<file path="src/rtl/pipe_hazard_ctrl.sv">
// ----------------------------------------------------------------------------
// pipe_hazard_ctrl
//   Hazard scheduler for a 5-stage pipeline, sitting beside the ID stage.
//   A shadow scoreboard tracks the destination registers in flight. From it
//   the block drives the IF/ID hold, the ID/EX bubble, the IF/ID flush and
//   the registered EX-stage forwarding selects. It also counts stall and
//   flush cycles, saturating at all-ones.
//
// Ports
//   clk, rst_n        rising-edge clock, asynchronous active-low reset
//   id_valid          IF/ID holds a real instruction
//   id_rs, id_rt      source register fields of the ID instruction
//   id_use_rs/rt      ID instruction reads Reg[Rs] / Reg[Rt]
//   id_rw             final write address of the ID instruction
//   id_regwr, id_load ID instruction writes the regfile / is a load
//   id_jump           ID instruction is a jump resolved in ID
//   ex_br_taken       branch in EX resolved taken this cycle
//   ex_ovf            overflow in EX, cancels that instruction's write
//   stall_if_id       hold PC and IF/ID this cycle
//   bubble_ex         load a NOP into ID/EX at the next edge
//   flush_if_id       clear IF/ID at the next edge
//   fwd_a, fwd_b      EX operand select: 00 regfile, 01 MEM result, 10 WR busW
//   state             action taken last cycle: 00 RUN, 01 STALL, 10 FLUSH
//   stall_cnt         saturating count of stall_if_id cycles
//   flush_cnt         saturating count of flush_if_id cycles
// ----------------------------------------------------------------------------
module pipe_hazard_ctrl #(
  parameter int CNT_W = 16
) (
  input  logic             clk,
  input  logic             rst_n,
  input  logic             id_valid,
  input  logic [4:0]       id_rs,
  input  logic [4:0]       id_rt,
  input  logic             id_use_rs,
  input  logic             id_use_rt,
  input  logic [4:0]       id_rw,
  input  logic             id_regwr,
  input  logic             id_load,
  input  logic             id_jump,
  input  logic             ex_br_taken,
  input  logic             ex_ovf,
  output logic             stall_if_id,
  output logic             bubble_ex,
  output logic             flush_if_id,
  output logic [1:0]       fwd_a,
  output logic [1:0]       fwd_b,
  output logic [1:0]       state,
  output logic [CNT_W-1:0] stall_cnt,
  output logic [CNT_W-1:0] flush_cnt
);

  typedef enum logic [1:0] {
    ST_RUN   = 2'b00,
    ST_STALL = 2'b01,
    ST_FLUSH = 2'b10
  } state_e;

  // Scoreboard. The WR entry is never consulted: the regfile is
  // write-before-read, so a source matching WR needs no forward. Only EX and
  // MEM are held, and only EX needs the load flag (load-use check).
  logic       ex_v_q,   ex_v_d;
  logic [4:0] ex_rw_q,  ex_rw_d;
  logic       ex_ld_q,  ex_ld_d;
  logic       mem_v_q,  mem_v_d;
  logic [4:0] mem_rw_q, mem_rw_d;

  logic [1:0]       fwd_a_q, fwd_a_d;
  logic [1:0]       fwd_b_q, fwd_b_d;
  state_e           state_q, state_d;
  logic [CNT_W-1:0] stall_cnt_q, stall_cnt_d;
  logic [CNT_W-1:0] flush_cnt_q, flush_cnt_d;
  logic             lu;

  // $0 is hard-wired zero, so it never matches a writer.
  function automatic logic sb_match(input logic [4:0] src, input logic v,
                                    input logic [4:0] rw);
    return v && (rw == src) && (src != 5'd0);
  endfunction

  // EX is checked first so the youngest writer wins. A load in EX cannot be
  // forwarded from MEM next cycle; that case is a load-use stall instead.
  function automatic logic [1:0] fwd_sel(input logic use_src, input logic [4:0] src,
                                         input logic ev, input logic [4:0] erw,
                                         input logic eld, input logic mv,
                                         input logic [4:0] mrw);
    if (use_src && sb_match(src, ev, erw) && !eld) return 2'b01;
    if (use_src && sb_match(src, mv, mrw))         return 2'b10;
    return 2'b00;
  endfunction

  function automatic logic [CNT_W-1:0] sat_inc(input logic [CNT_W-1:0] cnt, input logic en);
    if (en && (cnt != {CNT_W{1'b1}})) return cnt + {{(CNT_W-1){1'b0}}, 1'b1};
    return cnt;
  endfunction

  always_comb begin
    lu = id_valid &
         ((id_use_rs & sb_match(id_rs, ex_v_q, ex_rw_q) & ex_ld_q) |
          (id_use_rt & sb_match(id_rt, ex_v_q, ex_rw_q) & ex_ld_q));

    // A taken branch discards the ID instruction, so it overrides load-use.
    stall_if_id = lu & ~ex_br_taken;
    bubble_ex   = lu | ex_br_taken;
    flush_if_id = ex_br_taken | (id_valid & id_jump & ~lu);

    ex_v_d   = id_valid & id_regwr & (id_rw != 5'd0) & ~bubble_ex;
    ex_rw_d  = id_rw;
    ex_ld_d  = id_load;
    mem_v_d  = ex_v_q & ~ex_ovf;
    mem_rw_d = ex_rw_q;

    fwd_a_d = 2'b00;
    fwd_b_d = 2'b00;
    if (!bubble_ex) begin
      fwd_a_d = fwd_sel(id_use_rs, id_rs, ex_v_q, ex_rw_q, ex_ld_q, mem_v_q, mem_rw_q);
      fwd_b_d = fwd_sel(id_use_rt, id_rt, ex_v_q, ex_rw_q, ex_ld_q, mem_v_q, mem_rw_q);
    end

    // Next state depends only on this cycle's action, so the unused
    // encoding 11 falls back to RUN on the following edge.
    if (ex_br_taken || flush_if_id) state_d = ST_FLUSH;
    else if (stall_if_id)           state_d = ST_STALL;
    else                            state_d = ST_RUN;

    stall_cnt_d = sat_inc(stall_cnt_q, stall_if_id);
    flush_cnt_d = sat_inc(flush_cnt_q, flush_if_id);
  end

  // Control state: valid bits, selects, FSM and counters.
  always_ff @(posedge clk or negedge rst_n) begin
    if (!rst_n) begin
      ex_v_q      <= 1'b0;
      mem_v_q     <= 1'b0;
      fwd_a_q     <= 2'b00;
      fwd_b_q     <= 2'b00;
      state_q     <= ST_RUN;
      stall_cnt_q <= '0;
      flush_cnt_q <= '0;
    end else begin
      ex_v_q      <= ex_v_d;
      mem_v_q     <= mem_v_d;
      fwd_a_q     <= fwd_a_d;
      fwd_b_q     <= fwd_b_d;
      state_q     <= state_d;
      stall_cnt_q <= stall_cnt_d;
      flush_cnt_q <= flush_cnt_d;
    end
  end

  // Scoreboard payload: qualified by the valid bits, so no reset needed.
  always_ff @(posedge clk) begin
    ex_rw_q  <= ex_rw_d;
    ex_ld_q  <= ex_ld_d;
    mem_rw_q <= mem_rw_d;
  end

  assign fwd_a     = fwd_a_q;
  assign fwd_b     = fwd_b_q;
  assign state     = state_q;
  assign stall_cnt = stall_cnt_q;
  assign flush_cnt = flush_cnt_q;

endmodule
</file>
<file path="config.mk">
export PLATFORM = sky130hd
export DESIGN_NAME = pipe_hazard_ctrl
export DESIGN_NICKNAME = d
export VERILOG_FILES = /design/src/rtl/pipe_hazard_ctrl.sv
export SDC_FILE = /design/constraint.sdc
export NUM_CORES = 1
export LEC_CHECK = 0
export ABC_AREA = 1
export BUFFER_PORTS_ARGS = -buffer_cell sky130_fd_sc_hd__buf_2
export CELL_PAD_IN_SITES_DETAIL_PLACEMENT = 1
export CELL_PAD_IN_SITES_GLOBAL_PLACEMENT = 1
export CORE_MARGIN = 1
export CORE_UTILIZATION = 40
export CTS_BUF_LIST = sky130_fd_sc_hd__clkbuf_8
export DETAILED_ROUTE_END_ITERATION = 16
export HOLD_SLACK_MARGIN = 0.05
export PLACE_DENSITY_LB_ADDON = 0.12
export SLEW_MARGIN = 20
export SYNTH_ARGS = -nofsm -noshare
export SYNTH_HDL_FRONTEND = slang
export SYNTH_SLANG_ARGS = --single-unit
</file>
<file path="constraint.sdc">
create_clock -name clk -period 2.2 [get_ports clk]
set_input_delay 0.44 -clock clk [delete_from_list [all_inputs] [get_ports clk]]
set_output_delay 0.44 -clock clk [all_outputs]
set_load 0.01 [all_outputs]
</file>
Word-level counts from Yosys, hierarchy flattened
Index checks and enable logic that the tools add are counted.
{"block": "totals", "register_bits": 51, "inputBits": 25}
{"block": "classes", "mux": 26, "reduce_logical": 21, "addsub": 2, "bitwise_logic": 19, "eq_ne": 6}
{"op": "adder 16 x 1 -> 16 bit (second input constant)", "count": 2}
{"op": "2-to-1 mux 16 bit", "count": 2}
{"op": "!= test 16 bit (second input constant)", "count": 2}
{"op": "2-to-1 mux 2 bit", "count": 11}
{"op": "equality test 5 bit", "count": 4}
{"op": "logical AND 1 bit", "count": 16}
{"op": "nonzero test 5 bit", "count": 3}
{"op": "2-to-1 mux 1 bit", "count": 13}
{"op": "AND 1 bit", "count": 12}
{"op": "NOT 1 bit", "count": 4}
{"op": "bitwise OR 1 bit", "count": 3}
{"op": "zero test 1 bit", "count": 1}
{"op": "logical OR 1 bit", "count": 1}

Depth between registers and ports, before layout
Gate-level depths: netlist (run 1).
{"block": "logic_depth", "ltp_word": 14, "ltp_mapped": 13}

Worst setup path before layout (run 1)
No wires, ideal clock.
{"block": "synth_timing", "path_kind": "input to output", "from": "input id_rs[1]", "to": "output stall_if_id", "path_buffers": 1, "path_stages": 9, "path_slack_ps": 440, "t_arrival_ps": 1320, "cell_sequence": "inv_1 > nand2_1 > nand3_1 > nor2_1 > nand2_1 > nand2_1 > nand3_2 > buf_2 > inv_1"}
{"block": "synth_via", "elab_chain_cells": 8}
{"element": "start, declared", "line": "33", "source": "input logic [4:0] id_rs,"}
{"element": "equality test 5 bit", "line": "78", "source": "return v && (rw == src) && (src != 5'd0);"}
{"element": "logical AND 1 bit", "line": "78"}
{"element": "logical AND 1 bit *", "line": "78"}
{"element": "AND 1 bit * (2 in series)", "line": "99", "source": "((id_use_rs & sb_match(id_rs, ex_v_q, ex_rw_q) & ex_ld_q) |"}
{"element": "bitwise OR 1 bit *", "line": "99"}
{"element": "AND 1 bit *", "line": "98", "source": "lu = id_valid &"}
{"element": "AND 1 bit *", "line": "103", "source": "stall_if_id = lu & ~ex_br_taken;"}
{"element": "end, declared", "line": "43", "source": "output logic stall_if_id,"}
Mark *: on every way between the ends. The rest lies on a longest branch, timed or not.

Worst setup path after layout (run 1)
{"block": "layout_timing", "from": "register ex_v_q", "to": "output flush_if_id"}
{"block": "layout_via", "elab_chain_cells": 9}
{"element": "start, declared", "line": "62", "source": "logic ex_v_q, ex_v_d;"}
{"element": "start signal, assigned", "line": "141", "source": "ex_v_q <= ex_v_d;"}
{"element": "logical AND 1 bit (2 in series)", "line": "78"}
{"element": "AND 1 bit (on tied branches) (2 in series)", "line": "99, 100"}
{"element": "bitwise OR 1 bit *", "line": "99"}
{"element": "AND 1 bit *", "line": "98"}
{"element": "NOT 1 bit *", "line": "105", "source": "flush_if_id = ex_br_taken | (id_valid & id_jump & ~lu);"}
{"element": "AND 1 bit *", "line": "105"}
{"element": "bitwise OR 1 bit *", "line": "105"}
{"element": "end, declared", "line": "45", "source": "output logic flush_if_id,"}
Marks and branches as above.

==> impl_metrics.yaml, run 1 <==
setup_path:
  rr_worst_depth: 9
  timing.critical_path.cells: "nand2_2 -> a21oi_2 -> nand2_1 -> nor2_2 -> nand2_1 -> nand2_2 -> nand3_4 -> nand2_2 -> inv_2 -> buf_6"
  crit_path_start_kind: "flop"
  slowest_stage: "dfrtp_1"
  crit_path_max_fanout: 4
  crit_end: "flush_if_id"
  worst_ep_arrival_time_ps: 1630
  critPathRequiredTime_ps: 1760
  crit_type: "reg -> out"
  cpMostUsedCell: "nand2_2"
  timing.critical_path.depth: 10
  crit-reg2reg-capture: "flush_cnt[1]$_DFFE_PN0P_"
  crit_path_max_incr_delay_ps: 410
  critPathCaptureType: "primary output"
  rr_startpoint: "flush_cnt[1]$_DFFE_PN0P_"
  worst_setup_path_startpoint: "ex_v_q$_DFF_PN0_"
  cp_top_family: "simple AND/OR/NAND/NOR gates"
  reg2reg_setup_slack_ps: 330
  cp_num_buf_inv: 2
die:
  width_of_the_die_um: 87.87
  die_area_um2: 7720
  floorplan.io_pins: 66
  initial_core_util: 0.4247
  chipHeight_um: 87.87
  std_cell_rows: 30
  fp.coreArea_um2: 6944
clocking:
  clk_transition_reported_paths_ps: 100
  clock_tree.buffer_depth: 2
  clock_latency_ps: 310
  cts_root_buf: "clkbuf_8"
  clock_sinks: 51
  htree_num_levels: 2
  clock_tree_from_tritoncts: "done"
  cts_made_buffers: 5
  cts_hold_repair.buffers: 0
timing:
  timing.slew.headroom: 0.6552
  slew_viol_final: 0
  final.min_clock_period_ps: 2065
  setup_viol: 0
  timing.final.hold_violations: 0
  tightestPinTransition_ps: 517.2
  finalHoldWorstSlack_ps: 174.4
  finalSetupTns_ps: 0
  final.setup_skew_ps: 8.133
  fmaxAchievable_ghz: 0.4842
  layout_worst_path_cycle_share: 0.9388
  rsz0062_at_grt: "false"
global_route:
  gr-total-overflow: 0
  pin_count_of_the_biggest_net_entering_global_routing: 41
  first_global_vias: 2885
  grt_antenna_before_repair: 0
  gr-usage-all-layers: 0.2340
  grt_pass1_wl_um: 14000
finish:
  nFillCells: 918
  nets: 506
  finish.instance_area_um2: 3578
  antennaDiodeCount: 0
  syn_to_final_growth_pct: 21.34
  mostFrequentLayoutCell: "nand2_1"
  drive_gt1_frac: 0.2313
  layout_common_cells: "nand2_1 (144), buf_2 (64), inv_1 (44)"
  filler_free_cell_count_of_the_finished_design: 576
logic_synthesis:
  synth-warning-count: 0
  synthCells: 404
  yosysSeqAreaShare: 0.4141
  postSynthAreaPerCell_um2: 7.300
  synth_area_um2: 2949
  synth.distinct_cells: 34
  mappedNetlistNets: 431
  synth-seq-cells: 51
drt:
  drc: 0
  initialDrtViolationCount: 81
  route.detailed.wl_per_inst_um: 14.38
  dr.pass1.iters: 4
  drtAntennaViolNets: 0
  routed_wirelength_um: 8285
  drt-vias-per-instance: 4.962
  routed-via-count: 2858
power:
  leakagePower_uw: 0.001916
  irDropWorstVdd_mv: 0.3371
  p_per_area_nw_per_um2: 593.9
  total_power_uw: 2125
placement:
  postPlaceCellArea_um2: 3396
  globalplace.congestion: 0.9056
  detailedPlacementHpwl_um: 6269
  portBuffers: 65
  dpl.cell_count: 565
worst_hold_path:
  min_path_type: "in -> async"
job:
  drv_cap: 0
run_status:
  run_status: "complete, no violations"
-- per-stage QoR --
stage / utilization / setup slack [ps]
2_1_floorplan: - / 439.7
3_3_place_gp: 0.4890 / 212.4
3_5_place_dp: 0.4890 / 121.4
4_1_cts: 0.5086 / 10.66
5_1_grt: 0.5153 / 5.390
6_report: 0.5153 / 134.6
-- synth_stat cells --
library cell | n | area, um^2
o311ai_0 | 1 | 8.760
clkinv_1 | 1 | 3.750
dfrtp_1 | 40 | 1001
nand2_4 | 1 | 11.26
o21ai_1 | 1 | 5.000
buf_4 | 2 | 15.01
nand3_1 | 23 | 115.1
nor4_1 | 3 | 18.77
nor2_4 | 1 | 11.26
nor2_1 | 34 | 127.6
nor3_2 | 2 | 20.02
a211oi_1 | 1 | 7.510
nand2_1 | 148 | 555.5
nor2_2 | 4 | 25.02
buf_6 | 2 | 22.52
nor2_8 | 1 | 20.02
xor2_1 | 18 | 157.7
inv_2 | 3 | 11.26
xnor2_1 | 9 | 78.83
a21oi_1 | 4 | 20.02
dfxtp_1 | 11 | 220.2
clkbuf_1 | 1 | 3.750
nor3b_1 | 1 | 7.510
nand3_2 | 3 | 30.03
ha_1 | 2 | 25.02
o211ai_1 | 1 | 7.510
or3_1 | 1 | 6.260
nor3_1 | 10 | 50.05
nand4_1 | 21 | 131.4
nand3_4 | 1 | 17.52
inv_1 | 45 | 168.9
o21ai_0 | 2 | 10.01
o22ai_1 | 4 | 25.02
buf_2 | 2 | 10.01
-- per-layer routing --
metal | part of all wire | track usage | wire length [um]
met4 | 0.0082 | 0.06110 | 68
met3 | 0.033 | 0.03205 | 276
met5 | 0 | 0 | 0
met1 | 0.48 | 0.3099 | 4010
met2 | 0.47 | 0.4010 | 3930
-- cell families (layout without fill, tap and decap cells) --
group | after synthesis | in the layout | share of synthesized area
buffers and inverters | 56 | 132 | 0.07976
adders and majority gates | 2 | 2 | 0.008484
and+or+nand+nor | 254 | 254 | 0.3891
AOI/OAI and AO/OA | 14 | 14 | 0.02843
DFF | 51 | 51 | 0.4141
xor gates and xnor gates | 27 | 27 | 0.08019
-- worst min-delay path by stage --
stage                                     end  slack [ps]  cells after the start
final                      fwd_b[1]$_DFF_PN0_         170                      2
after global routing       fwd_a[1]$_DFF_PN0_         220                      2
after CTS                  fwd_b[1]$_DFF_PN0_         200                      2
after detailed placement  mem_rw_q[0]$_DFF_P_         390                      0
after global placement    mem_rw_q[0]$_DFF_P_         380                      0
after floorplan              ex_v_q$_DFF_PN0_         140                      0
-- what timing repair did --
action / in CTS / in global routing
endpoints found under the setup margin: 1 / 2
setup buffers: 1 / 2
hold endpoints to repair: 0 / 0
pin swaps: 1 / 3
resized for setup: 5 / 10
-- sequential cells by signal, summed over array words and instances, names as in the netlist --
register	count
ex_rw_q	5
mem_rw_q	5
stall_cnt	16
mem_v_q	1
flush_cnt	16
fwd_a	2
state	2
ex_v_q	1
fwd_b	2
ex_ld_q	1
-- layout make-up --
cell class	instances	area, um^2	area share
multi-input cells	297	1523	0.4255
clock buffers	6	82.58	0.02308
clock inverters	2	35.03	0.009790
repair buffers	75	406.6	0.1136
flip-flops and latches	51	1227	0.3430
inverters	49	183.9	0.05140
well taps	96	120.1	0.03357
-- where the power goes --
part / internal [uW] / total [uW] / leakage, uW / switching [uW]
logic: 140 / 350 / 0.00122 / 210
clock network: 369 / 694 / 0.0000612 / 325
registers: 995 / 1080 / 0.000630 / 87.0
total: 1500 / 2130 / 0.00192 / 622
(Power assumes the default switching activity.)
==> run 2, diff against run 1 <==
- CELL_PAD_IN_SITES_DETAIL_PLACEMENT: 1 -> 0
==> impl_metrics.yaml, run 2 (same netlist as run 1, synthesis figures left out) <==
power:
  irDropWorstVdd_mv: 0.2382
  total_power_uw: 2003
  leakagePower_uw: 0.001897
  p_per_area_nw_per_um2: 565.6
clocking:
  cts_made_buffers: 5
  clk_transition_reported_paths_ps: 90
  cts_hold_repair.buffers: 0
  clock_sinks: 51
  clock_tree.buffer_depth: 2
  clock_tree_from_tritoncts: "done"
  clock_latency_ps: 300
  cts_root_buf: "clkbuf_8"
  htree_num_levels: 2
setup_path:
  crit_type: "reg -> out"
  timing.critical_path.cells: "nand2_2 -> a21oi_2 -> nand2_1 -> nor2_2 -> nand2_1 -> nand2_2 -> nand3_4 -> nand2_2 -> inv_2 -> buf_2"
  worst_ep_arrival_time_ps: 1620
  rr_worst_depth: 9
  cp_top_family: "simple AND/OR/NAND/NOR gates"
  slowest_stage: "dfrtp_1"
  crit-reg2reg-capture: "flush_cnt[0]$_DFFE_PN0P_"
  cpMostUsedCell: "nand2_2"
  crit_path_max_incr_delay_ps: 400
  critPathCaptureType: "primary output"
  reg2reg_setup_slack_ps: 370
  rr_startpoint: "flush_cnt[1]$_DFFE_PN0P_"
  crit_path_max_fanout: 4
  critPathRequiredTime_ps: 1760
  crit_path_start_kind: "flop"
  cp_num_buf_inv: 2
timing:
  layout_worst_path_cycle_share: 0.9355
  final.setup_skew_ps: 7.963
  fmaxAchievable_ghz: 0.4859
  timing.slew.headroom: 0.6532
  tightestPinTransition_ps: 520.3
  timing.final.hold_violations: 0
  final.min_clock_period_ps: 2058
  slew_viol_final: 0
  setup_viol: 0
die:
  std_cell_rows: 30
  fp.coreArea_um2: 6944
  die_area_um2: 7720
  floorplan.io_pins: 66
  width_of_the_die_um: 87.87
  chipHeight_um: 87.87
  initial_core_util: 0.4247
placement:
  postPlaceCellArea_um2: 3396
  globalplace.congestion: 0.9056
  portBuffers: 65
  detailedPlacementHpwl_um: 5456
run_status:
  run_status: "complete, no violations"
drt:
  m1WireLength_um: 3566
  drc: 0
  initialDrtViolationCount: 130
  routed-via-count: 2750
  met2_wl_post_dr_um: 3310
  drt-vias-per-instance: 4.791
  drtAntennaViolNets: 0
  wl_met3_um: 362
  route.detailed.wl_per_inst_um: 12.77
  dr.pass1.iters: 4
  routed_wirelength_um: 7328
  highest_layer: "met4"
global_route:
  grt_pass1_wl_um: 12420
  first_global_vias: 2638
  gr-usage-all-layers: 0.2066
  gr-total-overflow: 0
  pin_count_of_the_biggest_net_entering_global_routing: 41
  grt_antenna_before_repair: 0
finish:
  syn_to_final_growth_pct: 20.11
  nFillCells: 721
  final_core_utilization: 0.5101
  nets: 504
  mostFrequentLayoutCell: "nand2_1"
  layout_common_cells: "nand2_1 (144), buf_2 (65), inv_1 (45)"
  finish.instance_area_um2: 3542
  multi_input_area_um2: 1528
  antennaDiodeCount: 0
  drive_gt1_frac: 0.2218
  layout.area.seq_um2: 1225
worst_hold_path:
  min_path_type: "in -> async"
job:
  drv_cap: 0
## run 2: worst max path at each step
stage / startpoint / slack (ps) / to / cells past startpoint
final: ex_v_q$_DFF_PN0_ / 140 / flush_if_id / 10
after global routing: ex_v_q$_DFF_PN0_ / -10 / flush_if_id / 10
after CTS: ex_rw_q[3]$_DFF_P_ / 40 / flush_if_id / 10
after detailed placement: id_rt[2] / 190 / flush_if_id / 12
after global placement: id_rs[4] / 210 / flush_if_id / 12
after floorplan: id_rs[1] / 440 / stall_if_id / 9
## run 2: timing repair
action / 4_1_cts / 5_1_grt
hold endpoints to repair: 0 / 0
setup buffers: 0 / 1
pin swaps: 0 / 3
endpoints found under the setup margin: 1 / 2
gates resized for setup: 1 / 12
## run 2: power breakdown
group          switching, uW  internal (uW)
Combinational            201            138
Clock                    305            283
Sequential              81.5            994
## run 2: metrics by stage
stage | std cells | TNS, ps | hold slack [ps] | setup WS [ps]
3_5_place_dp | 565 | 0 | 378.8 | 189.8
2_1_floorplan | 404 | 0 | 144.4 | 439.7
5_1_grt | 574 | -11.96 | 236.4 | -11.96
4_1_cts | 573 | 0 | 216.3 | 35.68
3_3_place_gp | 565 | 0 | 375.1 | 212.4
6_report | 574 | 0 | 195.0 | 141.9
## run 2: cell type report
type,instances,share of cell area
Inverter,49,0.05192
Sequential cell,51,0.3458
Multi-Input combinational cell,297,0.4313
Timing Repair Buffer,73,0.1088
Clock buffer,7,0.02720
Tap cell,96,0.03391
Clock inverter,1,0.001060
## run 2: metal layers
layer  GRT usage  vias to the layer above
li1            -                     1430
met3     0.03676                        8
met1      0.2843                     1238
met5           0                        -
met4     0.05663                        0
met2      0.3340                       74
==> run 3, diff against run 2 <==
- ABC_AREA: 1 -> default
==> impl_metrics.yaml, run 3 <==
timing:
  fmaxAchievable_ghz: 0.4362
  finalHoldWorstSlack_ps: 138.8
  final.setup_skew_ps: 9.733
  final.min_clock_period_ps: 2293
  timing.slew.headroom: 0.5944
  fin_worst_setup_slack_ps: -92.52
  timing.final.hold_violations: 0
  slew_viol_final: 0
  layout_worst_path_cycle_share: 1.042
  rsz0062_at_grt: "true"
  setup_viol: 4
  tightestPinTransition_ps: 608.4
power:
  irDropWorstVdd_mv: 0.4890
  leakagePower_uw: 0.001656
  p_per_area_nw_per_um2: 712.2
finish:
  mostFrequentLayoutCell: "buf_2"
  drive_gt1_frac: 0.4540
  multi_input_area_um2: 1308
  syn_to_final_growth_pct: 44.65
  antennaDiodeCount: 0
  nets: 352
  layout.area.seq_um2: 1227
  nFillCells: 484
  layout_common_cells: "buf_2 (60), dfrtp_1 (40), buf_4 (38)"
run_status:
  failed_checks: "setup timing"
  run_status: "complete, but fails checks"
placement:
  detailedPlacementHpwl_um: 4129
  globalplace.congestion: 0.8328
  place_ws_ps: -259.9
  portBuffers: 65
logic_synthesis:
  netlist_top_cells_count: "dfrtp_1 (40), xor2_1 (26), xnor2_1 (18)"
  synth-edff-count: 0
  synthCells: 213
  postSynthAreaPerCell_um2: 11.25
  synth_area_um2: 2396
  yosysSeqAreaShare: 0.5097
  synth-seq-cells: 51
  postSynth.asyncResetShare: 0.7843
  ys_top_cells_by_area: "dfrtp_1 (42%), xor2_1 (9.5%), dfxtp_1 (9.2%)"
  synth.distinct_cells: 44
  synth_most_common_cell: "dfrtp_1"
  synth-main-ff-cell: "dfrtp_1"
  top_cell_type_s_share_of_synthesized_area: 0.4178
  mappedNetlistNets: 240
  synth_largest_area_cell: "dfrtp_1"
  synth-warning-count: 0
die:
  die_area_um2: 6304
  chipHeight_um: 79.40
  std_cell_rows: 27
  initial_core_util: 0.4247
  floorplan.io_pins: 66
  width_of_the_die_um: 79.40
  fp.coreArea_um2: 5642
clocking:
  clock_tree_from_tritoncts: "done"
  clk_transition_reported_paths_ps: 90
  cts_root_buf: "clkbuf_8"
  clock_tree.buffer_depth: 2
  cts_hold_repair.buffers: 0
  clock_latency_ps: 300
  clock_sinks: 51
  cts_made_buffers: 5
  htree_num_levels: 2
worst_hold_path:
  min_path_type: "in -> async"
setup_path:
  critPathRequiredTime_ps: 1760
  critPathCaptureType: "primary output"
  crit_path_max_fanout: 3
  reg2reg_setup_slack_ps: -10
  crit_type: "in -> out"
  worst_ep_arrival_time_ps: 1850
  rr_worst_depth: 10
  rr_startpoint: "ex_rw_q[0]$_DFF_P_"
  crit_path_start_kind: "primary input"
  crit-reg2reg-capture: "stall_cnt[15]$_DFFE_PN0P_"
drt:
  dr.pass1.iters: 4
  drtAntennaViolNets: 0
  initialDrtViolationCount: 65
  routed-via-count: 2029
  drc: 0
  drt-vias-per-instance: 5.098
  routed_wirelength_um: 5818
  route.detailed.wl_per_inst_um: 14.62
global_route:
  gr-usage-all-layers: 0.1949
  grt_antenna_before_repair: 0
  gr-total-overflow: 0
  pin_count_of_the_biggest_net_entering_global_routing: 28
  first_global_vias: 2016
  grt_pass1_wl_um: 9494
job:
  drv_cap: 0
-- run 3: cell count changes in the layout (fill, tap and decap cells not counted), moves of 6 or more --
cell	delta
nor2_1	-25
nand4_1	-11
nand2_1	-134
xor2_1	+6
buf_6	+10
xnor2_1	+9
buf_4	+30
inv_1	-41
nand3_1	-11
-- run 3: report_power, final --
group,total [uW],internal (uW),switching [uW]
Sequential,1170,1060,117
Clock,630,333,297
Combinational,666,321,345
Total,2470,1710,758
-- run 3: cell families (layout without fill, tap and decap cells) --
logic type / Yosys count / in the layout / share of synthesized area
adder cells (fa/ha/maj): 2 / 2 / 0.01044
XOR/XNOR: 44 / 44 / 0.1608
flip-flops: 51 / 51 / 0.5097
multiplexers: 5 / 5 / 0.02350
AND/OR/NAND/NOR: 81 / 81 / 0.2063
AO/OA/AOI/OAI: 22 / 22 / 0.07311
buffers and inverters: 8 / 121 / 0.01618
-- run 3: routing by layer --
| metal | wire length (um) | vias up | track usage |
|---|---|---|---|
| met5 | 0 | - | 0 |
| met4 | 65 | 0 | 0.05273 |
| met3 | 170 | 8 | 0.04229 |
| met2 | 2837 | 40 | 0.3078 |
| met1 | 2745 | 985 | 0.2695 |
| li1 | - | 996 | - |
-- run 3: worst max-delay path, cell delays in order --
cell	delay, ps
buf_2	110
or4_4	510
o21ai_2	150
nand4b_4	200
nand2_4	90
a31oi_4	170
inv_1	50
buf_2	130
-- run 3: worst max-delay path by stage --
stage | slack [ps] | from | to | cells after the start
final | -90 | id_rt[0] | bubble_ex | 8
after global placement | -240 | id_rs[0] | bubble_ex | 8
after floorplan | 7 | id_rs[0] | bubble_ex | 6
after CTS | -120 | id_rs[0] | stall_if_id | 8
after detailed placement | -260 | id_rs[0] | bubble_ex | 8
after global routing | -190 | id_rt[0] | bubble_ex | 8
-- run 3: final cells by class --
type	instances	share of cell area
Multi-Input combinational cell	154	0.3773
Sequential cell	51	0.3542
Timing Repair Buffer	109	0.2072
Tap cell	72	0.02599
Clock buffer	5	0.01986
Clock inverter	3	0.01119
Inverter	4	0.004332
-- run 3: timing repair --
item	CTS	global route
pin swaps	12	16
endpoints found under the hold margin	0	0
setup endpoints to repair	3	29
setup buffers	7	5
resized for setup	22	19
-- run 3: metrics by stage --
stage                     area [um^2]  TNS, ps  total power, uW    util  instances
after floorplan                  2402        0             1481       -        213
after detailed placement         3034    -3993             1803  0.5378        378
final                            3466   -262.6             2468  0.6143        398
after global placement           3034    -3034             1793  0.5378        378
after global routing             3466    -1259             2632  0.6143        398
after CTS                        3328   -282.0             2469  0.5899        393
